[config.mk]
export PLATFORM = sky130hd
export DESIGN_NAME = uart_key_rx_flat
export DESIGN_NICKNAME = d
export VERILOG_FILES = /design/src/rtl/uart_key_rx_if.sv /design/src/rtl/uart_key_rx.sv /design/src/flat_wrapper.sv
export SDC_FILE = /design/constraint.sdc
export NUM_CORES = 1
export LEC_CHECK = 0
export CAP_MARGIN = 5
export CORE_ASPECT_RATIO = 1.2
export CORE_MARGIN = 8
export CORE_UTILIZATION = 45
export CTS_BUF_LIST = sky130_fd_sc_hd__clkbuf_4
export CTS_CLUSTER_DIAMETER = 60
export DETAILED_ROUTE_END_ITERATION = 8
export DONT_BUFFER_PORTS = 1
export GPL_ROUTABILITY_DRIVEN = 0
export PLACE_DENSITY = 0.62
export SYNTH_ARGS = -nofsm -noshare
export SYNTH_HDL_FRONTEND = slang
export SYNTH_SLANG_ARGS = --single-unit
[constraint.sdc]
create_clock -name clk -period 2.8 [get_ports clk]
set_clock_uncertainty 0.1 [all_clocks]
set_input_delay 0.14 -clock clk [delete_from_list [all_inputs] [get_ports clk]]
set_output_delay 0.14 -clock clk [all_outputs]
set_load 0.01 [all_outputs]
[src/rtl/uart_key_rx_if.sv]
// Signal bundle between the UART key receiver and its consumer.
// The receiver side (master) takes the RX pin and drives the byte/key results.
// The consumer side (slave) drives the pin and observes the results.
interface uart_key_rx_if;
    logic       rx;
    logic [7:0] rx_data;
    logic       rx_valid;
    logic [3:0] key_value;
    logic       key_valid;
    logic       frame_err;
    logic       busy;

    modport master (
        input  rx,
        output rx_data,
        output rx_valid,
        output key_value,
        output key_valid,
        output frame_err,
        output busy
    );

    modport slave (
        output rx,
        input  rx_data,
        input  rx_valid,
        input  key_value,
        input  key_valid,
        input  frame_err,
        input  busy
    );
endinterface

[src/rtl/uart_key_rx.sv]
// UART 8N1 receiver for host-PC control of the Battleship game.
// Deserialises frames from the USB-UART RX pin and turns ASCII hex characters
// ('0'-'9', 'A'-'F', 'a'-'f') into the keypad-style key_value/key_valid pair.
// Every bit is sampled mid-bit, timed from the start edge seen after the
// two-flop synchroniser.
module uart_key_rx #(
    parameter int CLK_FREQ  = 50_000_000,
    parameter int BAUD_RATE = 9600
) (
    input  logic           clk,
    input  logic           rst_n,
    uart_key_rx_if.master  bus
);

    localparam int DIV  = CLK_FREQ / BAUD_RATE;
    localparam int HALF = DIV / 2;
    localparam int TW   = (DIV > 1) ? $clog2(DIV) : 1;

    localparam logic [TW-1:0] DIV_M1  = TW'(DIV - 1);
    localparam logic [TW-1:0] HALF_M1 = TW'(HALF - 1);

    typedef enum logic [2:0] {
        IDLE,
        START,
        DATA,
        STOP,
        BREAK
    } state_t;

    // Returns {match, value}; match is 0 for any byte that is not a hex digit.
    function automatic logic [4:0] key_decode(input logic [7:0] b);
        logic [4:0] r;
        r = 5'd0;
        if (b >= 8'h30 && b <= 8'h39) begin
            r = {1'b1, b[3:0]};
        end else if ((b >= 8'h41 && b <= 8'h46) || (b >= 8'h61 && b <= 8'h66)) begin
            r = {1'b1, b[3:0] + 4'd9};
        end
        return r;
    endfunction

    state_t          state_q;
    logic [TW-1:0]   timer_q;
    logic [TW-1:0]   timer_d;
    logic [2:0]      bit_idx_q;
    logic [7:0]      shift_q;
    logic            rx_meta_q;
    logic            rx_s_q;
    logic [7:0]      rx_data_q;
    logic            rx_valid_q;
    logic [3:0]      key_value_q;
    logic            key_valid_q;
    logic            frame_err_q;
    logic            busy_q;
    logic            shift_en;
    logic [4:0]      key_dec;

    assign timer_d  = timer_q + TW'(1);
    assign shift_en = (state_q == DATA) && (timer_q == DIV_M1);
    assign key_dec  = key_decode(shift_q);

    assign bus.rx_data   = rx_data_q;
    assign bus.rx_valid  = rx_valid_q;
    assign bus.key_value = key_value_q;
    assign bus.key_valid = key_valid_q;
    assign bus.frame_err = frame_err_q;
    assign bus.busy      = busy_q;

    // Two-flop synchroniser; resets to the idle (high) level so release never looks like a start bit.
    always_ff @(posedge clk or negedge rst_n) begin
        if (!rst_n) begin
            rx_meta_q <= 1'b1;
            rx_s_q    <= 1'b1;
        end else begin
            rx_meta_q <= bus.rx;
            rx_s_q    <= rx_meta_q;
        end
    end

    // Data shift register, LSB first; contents only matter once STOP is reached, so no reset.
    always_ff @(posedge clk) begin
        if (shift_en) begin
            shift_q <= {rx_s_q, shift_q[7:1]};
        end
    end

    // Frame FSM with bit timer, bit index and all registered outputs.
    always_ff @(posedge clk or negedge rst_n) begin
        if (!rst_n) begin
            state_q     <= IDLE;
            timer_q     <= '0;
            bit_idx_q   <= 3'd0;
            rx_data_q   <= 8'd0;
            rx_valid_q  <= 1'b0;
            key_value_q <= 4'd0;
            key_valid_q <= 1'b0;
            frame_err_q <= 1'b0;
            busy_q      <= 1'b0;
        end else begin
            rx_valid_q  <= 1'b0;
            key_valid_q <= 1'b0;
            frame_err_q <= 1'b0;
            case (state_q)
                IDLE: begin
                    if (!rx_s_q) begin
                        state_q <= START;
                        busy_q  <= 1'b1;
                        timer_q <= '0;
                    end
                end
                START: begin
                    if (timer_q == HALF_M1) begin
                        timer_q   <= '0;
                        bit_idx_q <= 3'd0;
                        if (!rx_s_q) begin
                            state_q <= DATA;
                        end else begin
                            // Start bit gone by mid-bit: treat it as a glitch.
                            state_q <= IDLE;
                            busy_q  <= 1'b0;
                        end
                    end else begin
                        timer_q <= timer_d;
                    end
                end
                DATA: begin
                    if (timer_q == DIV_M1) begin
                        timer_q <= '0;
                        if (bit_idx_q == 3'd7) begin
                            state_q <= STOP;
                        end else begin
                            bit_idx_q <= bit_idx_q + 3'd1;
                        end
                    end else begin
                        timer_q <= timer_d;
                    end
                end
                STOP: begin
                    if (timer_q == DIV_M1) begin
                        timer_q <= '0;
                        if (rx_s_q) begin
                            rx_data_q  <= shift_q;
                            rx_valid_q <= 1'b1;
                            if (key_dec[4]) begin
                                key_value_q <= key_dec[3:0];
                                key_valid_q <= 1'b1;
                            end
                            state_q <= IDLE;
                            busy_q  <= 1'b0;
                        end else begin
                            // Low stop bit: flag it and wait for the line to idle before re-arming.
                            frame_err_q <= 1'b1;
                            state_q     <= BREAK;
                        end
                    end else begin
                        timer_q <= timer_d;
                    end
                end
                BREAK: begin
                    if (rx_s_q) begin
                        state_q <= IDLE;
                        busy_q  <= 1'b0;
                    end
                end
                default: begin
                    state_q <= IDLE;
                    busy_q  <= 1'b0;
                end
            endcase
        end
    end

endmodule
[src/flat_wrapper.sv]
// flat-port wrapper written by rule: the top's interface ports become plain ports
module uart_key_rx_flat 
#(
    parameter int CLK_FREQ  = 50_000_000,
    parameter int BAUD_RATE = 9600
)
  (clk, rst_n, bus_rx, bus_rx_data, bus_rx_valid, bus_key_value, bus_key_valid, bus_frame_err, bus_busy);
  uart_key_rx_if bus_i ();
  input  logic clk;
  input  logic rst_n;
  input wire logic [$bits(bus_i.rx)-1:0] bus_rx;
  output wire logic [$bits(bus_i.rx_data)-1:0] bus_rx_data;
  output wire logic [$bits(bus_i.rx_valid)-1:0] bus_rx_valid;
  output wire logic [$bits(bus_i.key_value)-1:0] bus_key_value;
  output wire logic [$bits(bus_i.key_valid)-1:0] bus_key_valid;
  output wire logic [$bits(bus_i.frame_err)-1:0] bus_frame_err;
  output wire logic [$bits(bus_i.busy)-1:0] bus_busy;
  assign bus_i.rx = bus_rx;
  assign bus_rx_data = bus_i.rx_data;
  assign bus_rx_valid = bus_i.rx_valid;
  assign bus_key_value = bus_i.key_value;
  assign bus_key_valid = bus_i.key_valid;
  assign bus_frame_err = bus_i.frame_err;
  assign bus_busy = bus_i.busy;
  uart_key_rx #(.CLK_FREQ(CLK_FREQ), .BAUD_RATE(BAUD_RATE)) u_core (.clk(clk), .rst_n(rst_n), .bus(bus_i));
endmodule
==> results of run 1 <==
==> area by class of cell <==
type | count | share of cell area
inverters | 3 | 0.00472
clock inverters | 3 | 0.00892
multi-input cells | 146 | 0.423
flip-flops and latches | 45 | 0.490
clock buffers | 5 | 0.0157
well taps | 60 | 0.0315
repair buffers | 6 | 0.0262
==> power breakdown <==
part | switching [mW] | total [mW] | internal [mW] | leakage (nW)
sequential | 0.00237 | 0.669 | 0.667 | 0.562
combinational | 0.0121 | 0.0175 | 0.00544 | 0.450
clock | 0.221 | 0.321 | 0.0997 | 0.0316
total | 0.235 | 1.01 | 0.772 | 1.04
==> stage by stage <==
stage               power (mW)  hold WS, ns  std cells  utilization
floorplan                0.683       -0.256        201            -
global placement         0.684       -0.254        257        0.469
detailed placement       0.684       -0.254        257        0.469
CTS                       1.03        0.102        268        0.490
global route              1.06       0.0978        268        0.490
finish                    1.01        0.107        268        0.490
==> layer usage <==
| layer | vias to the layer above | track usage | routed length [um] |
|---|---|---|---|
| li1 | 762 | - | - |
| met1 | 788 | 0.141 | 1800 |
| met2 | 28 | 0.236 | 2520 |
| met3 | 6 | 0.0230 | 157 |
| met4 | 0 | 0.0517 | 67 |
| met5 | - | 0 | 0 |
==> path summary, 6_finish.rpt <==
path                                                      to  slack [ns]
setup / recovery               u_core.timer_q[0]$_DFFE_PN0P_        0.50
hold / removal             u_core.bus.rx_data[7]$_DFFE_PN0P_        0.11
setup reg to reg               u_core.timer_q[0]$_DFFE_PN0P_        0.50
hold reg to reg                      u_core.rx_s_q$_DFF_PN1_        0.27
max in group asynchronous            u_core.rx_s_q$_DFF_PN1_        2.23
min in group clk                  u_core.rx_meta_q$_DFF_PN1_        0.22
==> logic make-up after synthesis <==
family / Yosys count / synth area share
AOI/OAI and AO/OA: 49 / 0.152
and+or+nand+nor: 79 / 0.207
muxes: 12 / 0.0595
DFF: 45 / 0.524
buffers and inverters: 10 / 0.0241
adders and majority gates: 6 / 0.0337
==> cells in the mapped netlist <==
cell / instances
a2111o_1: 1
a21boi_2: 1
a21o_1: 2
a21oi_1: 13
a22o_1: 10
a22oi_4: 1
a2bb2oi_1: 1
a31o_2: 1
and3_1: 4
and4b_1: 2
and4bb_2: 3
buf_2: 1
buf_6: 2
clkbuf_1: 4
dfrtp_1: 35
dfstp_2: 2
edfxtp_1: 8
ha_1: 6
inv_1: 3
mux2_2: 10
mux2i_1: 2
nand2_1: 16
nand2b_1: 1
nand3_1: 8
nand3_2: 1
nand3b_1: 1
nand4_1: 6
nand4_4: 1
nor2_1: 17
nor2_2: 1
nor2b_1: 3
nor3_1: 6
nor3_4: 1
nor3b_1: 1
nor4_1: 1
nor4b_1: 4
o211ai_1: 1
o21ai_0: 14
o21bai_1: 1
o22ai_1: 1
o31ai_1: 1
o32a_2: 1
or3_1: 2
==> critical path, cell delays in order (launching register included) <==
cell and delay (ns):
dfrtp_1 0.42, ha_1 0.23, nor4b_1 0.44, nand3_1 0.20, a22oi_4 0.35, nor2_2 0.17, mux2_2 0.29
==> registers in the layout, indices dropped and copies added (netlist names) <==
signal,flops
u_core.shift_q,8
u_core.bus.frame_err,1
u_core.bus.key_value,4
u_core.bus.rx_valid,1
u_core.rx_meta_q,1
u_core.timer_q,13
u_core.bus.key_valid,1
u_core.bit_idx_q,3
u_core.bus.busy,1
u_core.bus.rx_data,8
u_core.rx_s_q,1
u_core.state_q,3
==> out/results.ini, run 1 <==
[routing]
wl_per_cell_um = 16.9
vias_per_cell = 5.91
drc = 0
vias = 1584
totalWireLength_um = 4540
drt_iter0_drc = 38
detail-route-antenna-nets = 0
drt_pass1_iterations = 4

[floorplan]
coreArea_um2 = 4870
ios = 19
die_w_um = 80.3
fp-row-count = 28
initial_core_util = 0.458
die-area_um2 = 7480
die_h_um = 93.1

[placement]
postPlaceCellArea_um2 = 2290
dp_hpwl_um = 3290
place_ws_ns = 0.596
io_buffers = 0

[grt]
grt_pass1_vias = 1594
grt_max_degree = 38
antenna_found_initial = 0
grt_pass1_wl_um = 7730
grt_remaining_overflow = 0
track_usage = 0.129

[sta]
setup_viol = 0
fmax_mhz = 435
worst_pin_slew_ns = 0.485
worst_slack_ns = 0.500
fin_tns_setup_ns = 0
slew_viol_final = 0
timing.final.crit_share = 0.821
slew_headroom = 0.672
hold_viol_final = 0
fin_crit_ns = 2.30
rsz0062_at_grt = false

[job]
max-cap-violations = 0

[cts]
clk_pin_slew_worst_paths_ns = 0.14
clock_latency_ns = 0.36
cts_max_level = 2
cts.sinks = 45
cts_hold_buf = 3
numCtsBuffers = 5
post_cts_resized = 0
clock-root-buffer = clkbuf_4
clockBufferDepth = 2
cts_tree = yes
post_cts_buffers = 0

[pwr]
peakVddDrop_mv = 0.154
cellLeakagePower_nw = 1.04
p_per_area_nw_per_um2 = 422

[setup_path]
critPathCaptureType = register
critical_path.max_fanout = 14
worstSetupStartpointType = register
rr_worst_depth = 6
crit_start = u_core.timer_q[0]$_DFFE_PN0P_
worst_ep_required_time_ns = 2.95
rr_startpoint = u_core.timer_q[0]$_DFFE_PN0P_
crit_arrival_ns = 2.45
crit_type = reg -> reg

[yosys]
synth_top_area_frac = 0.393
ys_ff_latch = 45
yosysSeqAreaShare = 0.524
avgSynthCellArea_um2 = 11.1
yosysWarnings = 0
synthCells = 201
synth_nets = 210
ys_top_cells_by_area = dfrtp_1 39%, edfxtp_1 11%, mux2_2 5.0%, a22o_1 3.9%, ha_1 3.4%
yosys.area.top_type = dfrtp_1
synth_cell_types = 43
syn_area_um2 = 2230

[layout]
nNetsFinal = 216
syn_to_final_growth_pct = 6.90
multi_input_area_um2 = 1010
design_area_um2 = 2380
fill_cells = 444
layout-drive-gt1-share = 0.168
diodes = 0
layout_common_cells = 35 x dfrtp_1, 17 x nor2_1, 16 x nand2_1
layout.area.seq_um2 = 1170
layout_commonest_cell = dfrtp_1

[status]
status = completed

[min_path]
hp-class = in -> async

No activity file was read; power rests on OpenSTA's default activity.
==> run 2, diff against run 1 <==
--- a/config.mk
+++ b/config.mk
@@ -14,7 +14,7 @@
 export DETAILED_ROUTE_END_ITERATION = 8
 export DONT_BUFFER_PORTS = 1
 export GPL_ROUTABILITY_DRIVEN = 0
-export PLACE_DENSITY = 0.62
+export PLACE_DENSITY = 0.64
 export SYNTH_ARGS = -nofsm -noshare
 export SYNTH_HDL_FRONTEND = slang
 export SYNTH_SLANG_ARGS = --single-unit
==> constraint.sdc (replaced) <==
create_clock -name clk -period 2.04 [get_ports clk]
set_clock_uncertainty 0.1 [all_clocks]
set_input_delay 0.102 -clock clk [delete_from_list [all_inputs] [get_ports clk]]
set_output_delay 0.102 -clock clk [all_outputs]
set_load 0.01 [all_outputs]
==> run 2 against run 1 <==
Net effect:
- cell area rose by 16%
- global-route usage rose by 1.1 points
- flip-flop and latch count stayed put
- critical path type unchanged
- critical endpoint is now u_core.bus.key_value[0]$_DFFE_PN0P_
==> out/results.ini, run 2 (synthesized netlist as in run 1, its figures left out) <==
[status]
status = completed

[setup_path]
worstSetupStartpointType = register
cp_cell_sequence = nor4b_4, o211ai_1, buf_4, buf_4, nand3_1, nand2_1, or3_1
rr_startpoint = u_core.shift_q[7]$_DFFE_PP_
worst_ep_required_time_ns = 2.19  ; -0.76 ns
path_common_cell = buf_4
cpMaxStageDelayCell = edfxtp_1
crit_type = reg -> reg
crit_start = u_core.shift_q[7]$_DFFE_PP_
critPathCaptureType = register
critical_path.max_fanout = 4  ; -10
crit_arrival_ns = 2.16  ; -0.29 ns
cp_slowest_stage_delay_ns = 0.45  ; about the same

[placement]
place_inst = 287  ; +12%
dp_hpwl_um = 3610  ; +9.5%
io_buffers = 0  ; unchanged
postPlaceCellArea_um2 = 2530  ; +11%

[routing]
wl_per_cell_um = 17.4  ; +2.8%
totalWireLength_um = 5280  ; +16%
wl_met1_um = 2060  ; +15%
dr_wl_met2_um = 2830  ; +12%
top_layer_used = met4
drt_pass1_iterations = 4  ; unchanged
drt_iter0_drc = 119  ; +210%
detail-route-antenna-nets = 0  ; unchanged
vias = 1766  ; +11%
drc = 0  ; unchanged
vias_per_cell = 5.83  ; -1.4%
dr_wl_met3_um = 282  ; +80%

[layout]
diodes = 0  ; unchanged
layout_commonest_cell = buf_4
design_area_um2 = 2760  ; +16%
final_util = 0.566  ; +0.0763
largest_reg_flops = 13  ; unchanged
layout_common_cells = 36 x buf_4, 35 x dfrtp_1, 17 x nor2_1
fill_cells = 392  ; -12%
syn_to_final_growth_pct = 23.6
layout-drive-gt1-share = 0.346  ; +0.177
stdcell_count = 303  ; +13%
nNetsFinal = 251  ; +16%
top_register = u_core.timer_q

[sta]
slew_headroom = 0.735  ; +0.0628
fmax_mhz = 499  ; +15%
worst_pin_slew_ns = 0.397  ; -0.0878 ns
slew_viol_final = 0  ; unchanged
whs_ns = 0.0609  ; -0.0461 ns
rsz0062_at_grt = true
setup_viol = 0  ; unchanged
fin_crit_ns = 2.00  ; -0.295 ns
hold_viol_final = 0  ; unchanged
timing.final.crit_share = 0.983  ; +0.161
fin_tns_setup_ns = 0  ; unchanged

[floorplan]
die_h_um = 93.1  ; unchanged
fp-row-count = 28  ; unchanged
die-area_um2 = 7480  ; unchanged
ios = 19  ; unchanged
coreArea_um2 = 4870  ; unchanged
die_w_um = 80.3  ; unchanged
initial_core_util = 0.458  ; unchanged

[cts]
cts.sinks = 45  ; unchanged
numCtsBuffers = 5  ; unchanged
clock-root-buffer = clkbuf_4
cts_max_level = 2  ; unchanged
cts_tree = yes
clk_pin_slew_worst_paths_ns = 0.15  ; about the same
clock_latency_ns = 0.37  ; about the same
clockBufferDepth = 2  ; unchanged

[grt]
grt_max_degree = 38  ; unchanged
grt_remaining_overflow = 0  ; unchanged
track_usage = 0.140  ; +0.0107
antenna_found_initial = 0  ; unchanged
grt_pass1_wl_um = 8360  ; +8.0%
grt_pass1_vias = 1766  ; +11%

[pwr]
peakVddDrop_mv = 0.300  ; +94%
p_per_area_nw_per_um2 = 507  ; +20%
cellLeakagePower_nw = 1.24  ; +19%

[min_path]
hp-class = in -> async

[job]
max-cap-violations = 0  ; unchanged

run 2: cell count changes in the layout (fill, tap and decap cells not counted), moves of 2 or more:
cell | previous run | this run
inv_1 | 3 | 1
nor4b_2 | 0 | 2
inv_2 | 0 | 2
ha_4 | 0 | 2
nor4b_1 | 4 | 1
ha_1 | 6 | 3
buf_4 | 3 | 36
run 2: path summary, 6_finish.rpt:
path / endpoint / slack, ns / depth (start not counted)
setup / recovery: u_core.bus.key_value[0]$_DFFE_PN0P_ / 0.04 / 7
hold / removal: u_core.timer_q[10]$_DFFE_PN0P_ / 0.06 / 2
setup reg to reg: u_core.bus.key_value[0]$_DFFE_PN0P_ / 0.04 / 7
hold reg to reg: u_core.rx_s_q$_DFF_PN1_ / 0.27 / 0
max in group asynchronous: u_core.rx_s_q$_DFF_PN1_ / 1.51 / 2
min in group clk: u_core.rx_meta_q$_DFF_PN1_ / 0.17 / 1
run 2: metrics by stage:
stage	setup slack, ns	power [mW]
finish	0.0357	1.40
CTS	0.00000333	1.40
detailed placement	0.00349	0.940
floorplan	0.0148	0.938
global route	-0.0417	1.45
global placement	0.0731	0.940
run 2: cell type report:
class	count	area, um^2	share of cell area
clock buffer	5	37.5	0.0136
clock inverter	3	21.3	0.00772
inverter	3	11.3	0.00409
multi-input combinational	146	1100	0.399
sequential	45	1170	0.424
tap	60	75.1	0.0272
timing repair buffer	41	342	0.124
run 2: critical path: cells and delay by family (launching register included):
| kind | cells | cell delay, ns |
|---|---|---|
| simple gates | 4 | 0.85 |
| compound gates | 1 | 0.17 |
| buf+inv | 2 | 0.32 |
| flops | 1 | 0.45 |
run 2: timing repair:
action | CTS | global route
resized for setup | 1 | 17
setup endpoints to repair | 7 | 16
hold endpoints to repair | 38 | 0
pin swaps | 1 | 9
hold buffers | 3 | 0
setup buffers | 1 | 4
run 2: per-layer routing:
metal  track usage  vias to the layer above
li1              -                      838
met1         0.153                      850
met2         0.244                       64
met3        0.0384                       14
met4        0.0608                        0
met5             0                        -
run 2: where the power goes:
part	internal [mW]	switching, mW	leakage (nW)	total (mW)
combinational	0.00877	0.0193	0.645	0.0280
sequential	0.915	0.000645	0.562	0.916
clock	0.137	0.317	0.0316	0.454
total	1.06	0.336	1.24	1.40
==> run 3, diff against run 2 <==
--- a/config.mk
+++ b/config.mk
@@ -6,7 +6,7 @@
 export NUM_CORES = 1
 export LEC_CHECK = 0
 export CAP_MARGIN = 5
-export CORE_ASPECT_RATIO = 1.2
+export CORE_ASPECT_RATIO = 0.7
 export CORE_MARGIN = 8
 export CORE_UTILIZATION = 45
 export CTS_BUF_LIST = sky130_fd_sc_hd__clkbuf_4
@@ -15,6 +15,7 @@
 export DONT_BUFFER_PORTS = 1
 export GPL_ROUTABILITY_DRIVEN = 0
 export PLACE_DENSITY = 0.64
+export RECOVER_POWER = 100
 export SYNTH_ARGS = -nofsm -noshare
 export SYNTH_HDL_FRONTEND = slang
 export SYNTH_SLANG_ARGS = --single-unit
==> run 3 against run 2 <==
Net effect:
- non-clock buffer count up 1
- sequential power barely moved
- fmax is 0.12% higher
- first-iteration DRC count down 19%
- clock power increased by 21%
- wire length shrank 4.1%
- core utilization fell by 0.32 points
- clock-buffer cell count increased by 1
- die area is 0.36% higher
- register-to-register slack hardly changed
- power up 6.5%
- cell area decreased by 2.4%
- critical endpoint unchanged
- largest cell class unchanged
==> out/results.ini, run 3 (synthesized netlist as in run 1, its figures left out) <==
[setup_path]
cpMaxStageDelayCell = dfrtp_1
cp_cell_sequence = ha_2, and4bb_2, nand4_1, buf_4, nand2_2, nand2_2, or3_1
crit_arrival_ns = 2.16  ; about the same
critical_path.max_fanout = 4  ; unchanged
cpLargestDelayFamily = simple AND/OR/NAND/NOR gates
path_common_cell = nand2_2
cp_slowest_stage_delay_ns = 0.38  ; -0.07 ns
crit_type = reg -> reg
critPathCaptureType = register
crit_buf_inv = 1  ; -1
worst_ep_required_time_ns = 2.19  ; about the same
worstSetupStartpointType = register

[floorplan]
fp-row-count = 21  ; -25%
die_h_um = 74.9  ; -20%
die-area_um2 = 7500  ; +0.36%
die_w_um = 100  ; +25%
initial_core_util = 0.467  ; +0.00839
coreArea_um2 = 4780  ; -1.8%
ios = 19  ; unchanged

[layout]
layout-drive-gt1-share = 0.299  ; -0.0465
fill_cells = 388  ; -1.0%
diodes = 0  ; unchanged
multi_input_area_um2 = 1030  ; -6.1%
layout_commonest_cell = dfrtp_1
syn_to_final_growth_pct = 20.6
largest_reg_flops = 13  ; unchanged
layout.area.seq_um2 = 1170  ; unchanged
top_register = u_core.timer_q
design_area_um2 = 2690  ; -2.4%
nNetsFinal = 252  ; +0.40%
layout_common_cells = 35 x dfrtp_1, 33 x buf_4, 17 x nor2_1

[cts]
clk_pin_slew_worst_paths_ns = 0.13  ; -0.02 ns
numCtsBuffers = 5  ; unchanged
clockBufferDepth = 2  ; unchanged
cts.sinks = 45  ; unchanged
clock_latency_ns = 0.36  ; about the same
clock-root-buffer = clkbuf_4
cts_max_level = 2  ; unchanged
cts_tree = yes

[status]
status = completed

[sta]
hold_viol_final = 0  ; unchanged
timing.final.crit_share = 0.981  ; -0.00123
rsz0062_at_grt = true
whs_ns = 0.176  ; +0.115 ns
slew_headroom = 0.380  ; -0.355
fin_tns_setup_ns = 0  ; unchanged
setup_viol = 0  ; unchanged
slew_viol_final = 0  ; unchanged
fin_crit_ns = 2.00  ; -0.00250 ns
fmax_mhz = 500  ; +0.12%
worst_pin_slew_ns = 0.930  ; +0.532 ns

[pwr]
peakVddDrop_mv = 0.326  ; +8.8%
p_per_area_nw_per_um2 = 553  ; +9.1%
cellLeakagePower_nw = 1.22  ; -1.7%
finalPower_mw = 1.49  ; +6.5%

[routing]
drt_iter0_drc = 96  ; -19%
vias_per_cell = 5.55  ; -4.7%
totalWireLength_um = 5060  ; -4.1%
wl_per_cell_um = 16.2  ; -7.1%
drc = 0  ; unchanged
detail-route-antenna-nets = 0  ; unchanged
drt_pass1_iterations = 4  ; unchanged
vias = 1738  ; -1.6%

[placement]
dp_hpwl_um = 3750  ; +3.9%
postPlaceCellArea_um2 = 2530  ; +0.25%
io_buffers = 0  ; unchanged

[grt]
track_usage = 0.143  ; +0.00284
grt_remaining_overflow = 0  ; unchanged
grt_max_degree = 38  ; unchanged
grt_pass1_vias = 1720  ; -2.6%
grt_pass1_wl_um = 8420  ; +0.83%
antenna_found_initial = 0  ; unchanged

[job]
max-cap-violations = 0  ; unchanged

[min_path]
hp-class = in -> reg

## run 3: changes by cell type in the layout (fill, tap and decap cells not counted), moves of 2 or more
cell | previous run | this run
ha_4 | 2 | 0
clkbuf_1 | 0 | 5
buf_4 | 36 | 33
ha_1 | 3 | 5
## run 3: path summary, 6_finish.rpt
| kind | from | endpoint | slack, ns | cells after the start |
|---|---|---|---|---|
| min in group asynchronous | rst_n | u_core.timer_q[4]$_DFFE_PN0P_ | 0.33 | 2 |
| worst min register to register | u_core.rx_meta_q$_DFF_PN1_ | u_core.rx_s_q$_DFF_PN1_ | 0.26 | 0 |
| max in group asynchronous | rst_n | u_core.bus.key_value[2]$_DFFE_PN0P_ | 0.92 | 2 |
| worst min-delay path | bus_rx | u_core.rx_meta_q$_DFF_PN1_ | 0.18 | 1 |
| worst max register to register | u_core.timer_q[1]$_DFFE_PN0P_ | u_core.bus.key_value[0]$_DFFE_PN0P_ | 0.04 | 7 |
| worst max-delay path | u_core.timer_q[1]$_DFFE_PN0P_ | u_core.bus.key_value[0]$_DFFE_PN0P_ | 0.04 | 7 |
## run 3: power by group
part / internal [mW] / switching (mW)
registers: 0.915 / 0.000717
logic: 0.00448 / 0.0194
clock network: 0.270 / 0.278
## run 3: layout make-up
class / count / share of cell area
clock buffers: 6 / 0.0167
well taps: 69 / 0.0321
flip-flops and latches: 45 / 0.434
clock inverters: 2 / 0.0130
repair buffers: 42 / 0.116
multi-input cells: 146 / 0.384
inverters: 3 / 0.00418
## run 3: routing by layer
metal / vias to the layer above / global-route usage / part of all wire / wire length (um)
met5: - / 0 / 0 / 0
met1: 863 / 0.188 / 0.48 / 2450
met4: 0 / 0.0500 / 0.014 / 70
met2: 28 / 0.223 / 0.46 / 2330
met3: 9 / 0.0369 / 0.041 / 208
li1: 838 / - / - / -
## run 3: per-stage QoR
| stage | util | std cells | worst slack, ns |
|---|---|---|---|
| floorplan | - | 201 | 0.0148 |
| global placement | 0.530 | 297 | 0.0516 |
| detailed placement | 0.530 | 297 | -0.0898 |
| CTS | 0.558 | 309 | 0.0141 |
| global route | 0.563 | 313 | -0.0687 |
| finish | 0.563 | 313 | 0.0382 |
## run 3: what timing repair did
item | 4_1_cts | 5_1_grt
hold buffers | 3 | 0
buffers inserted | 1 | 5
pin swaps | 0 | 6
gates resized for setup | 1 | 5
endpoints found under the setup margin | 12 | 15
endpoints found under the hold margin | 38 | 0
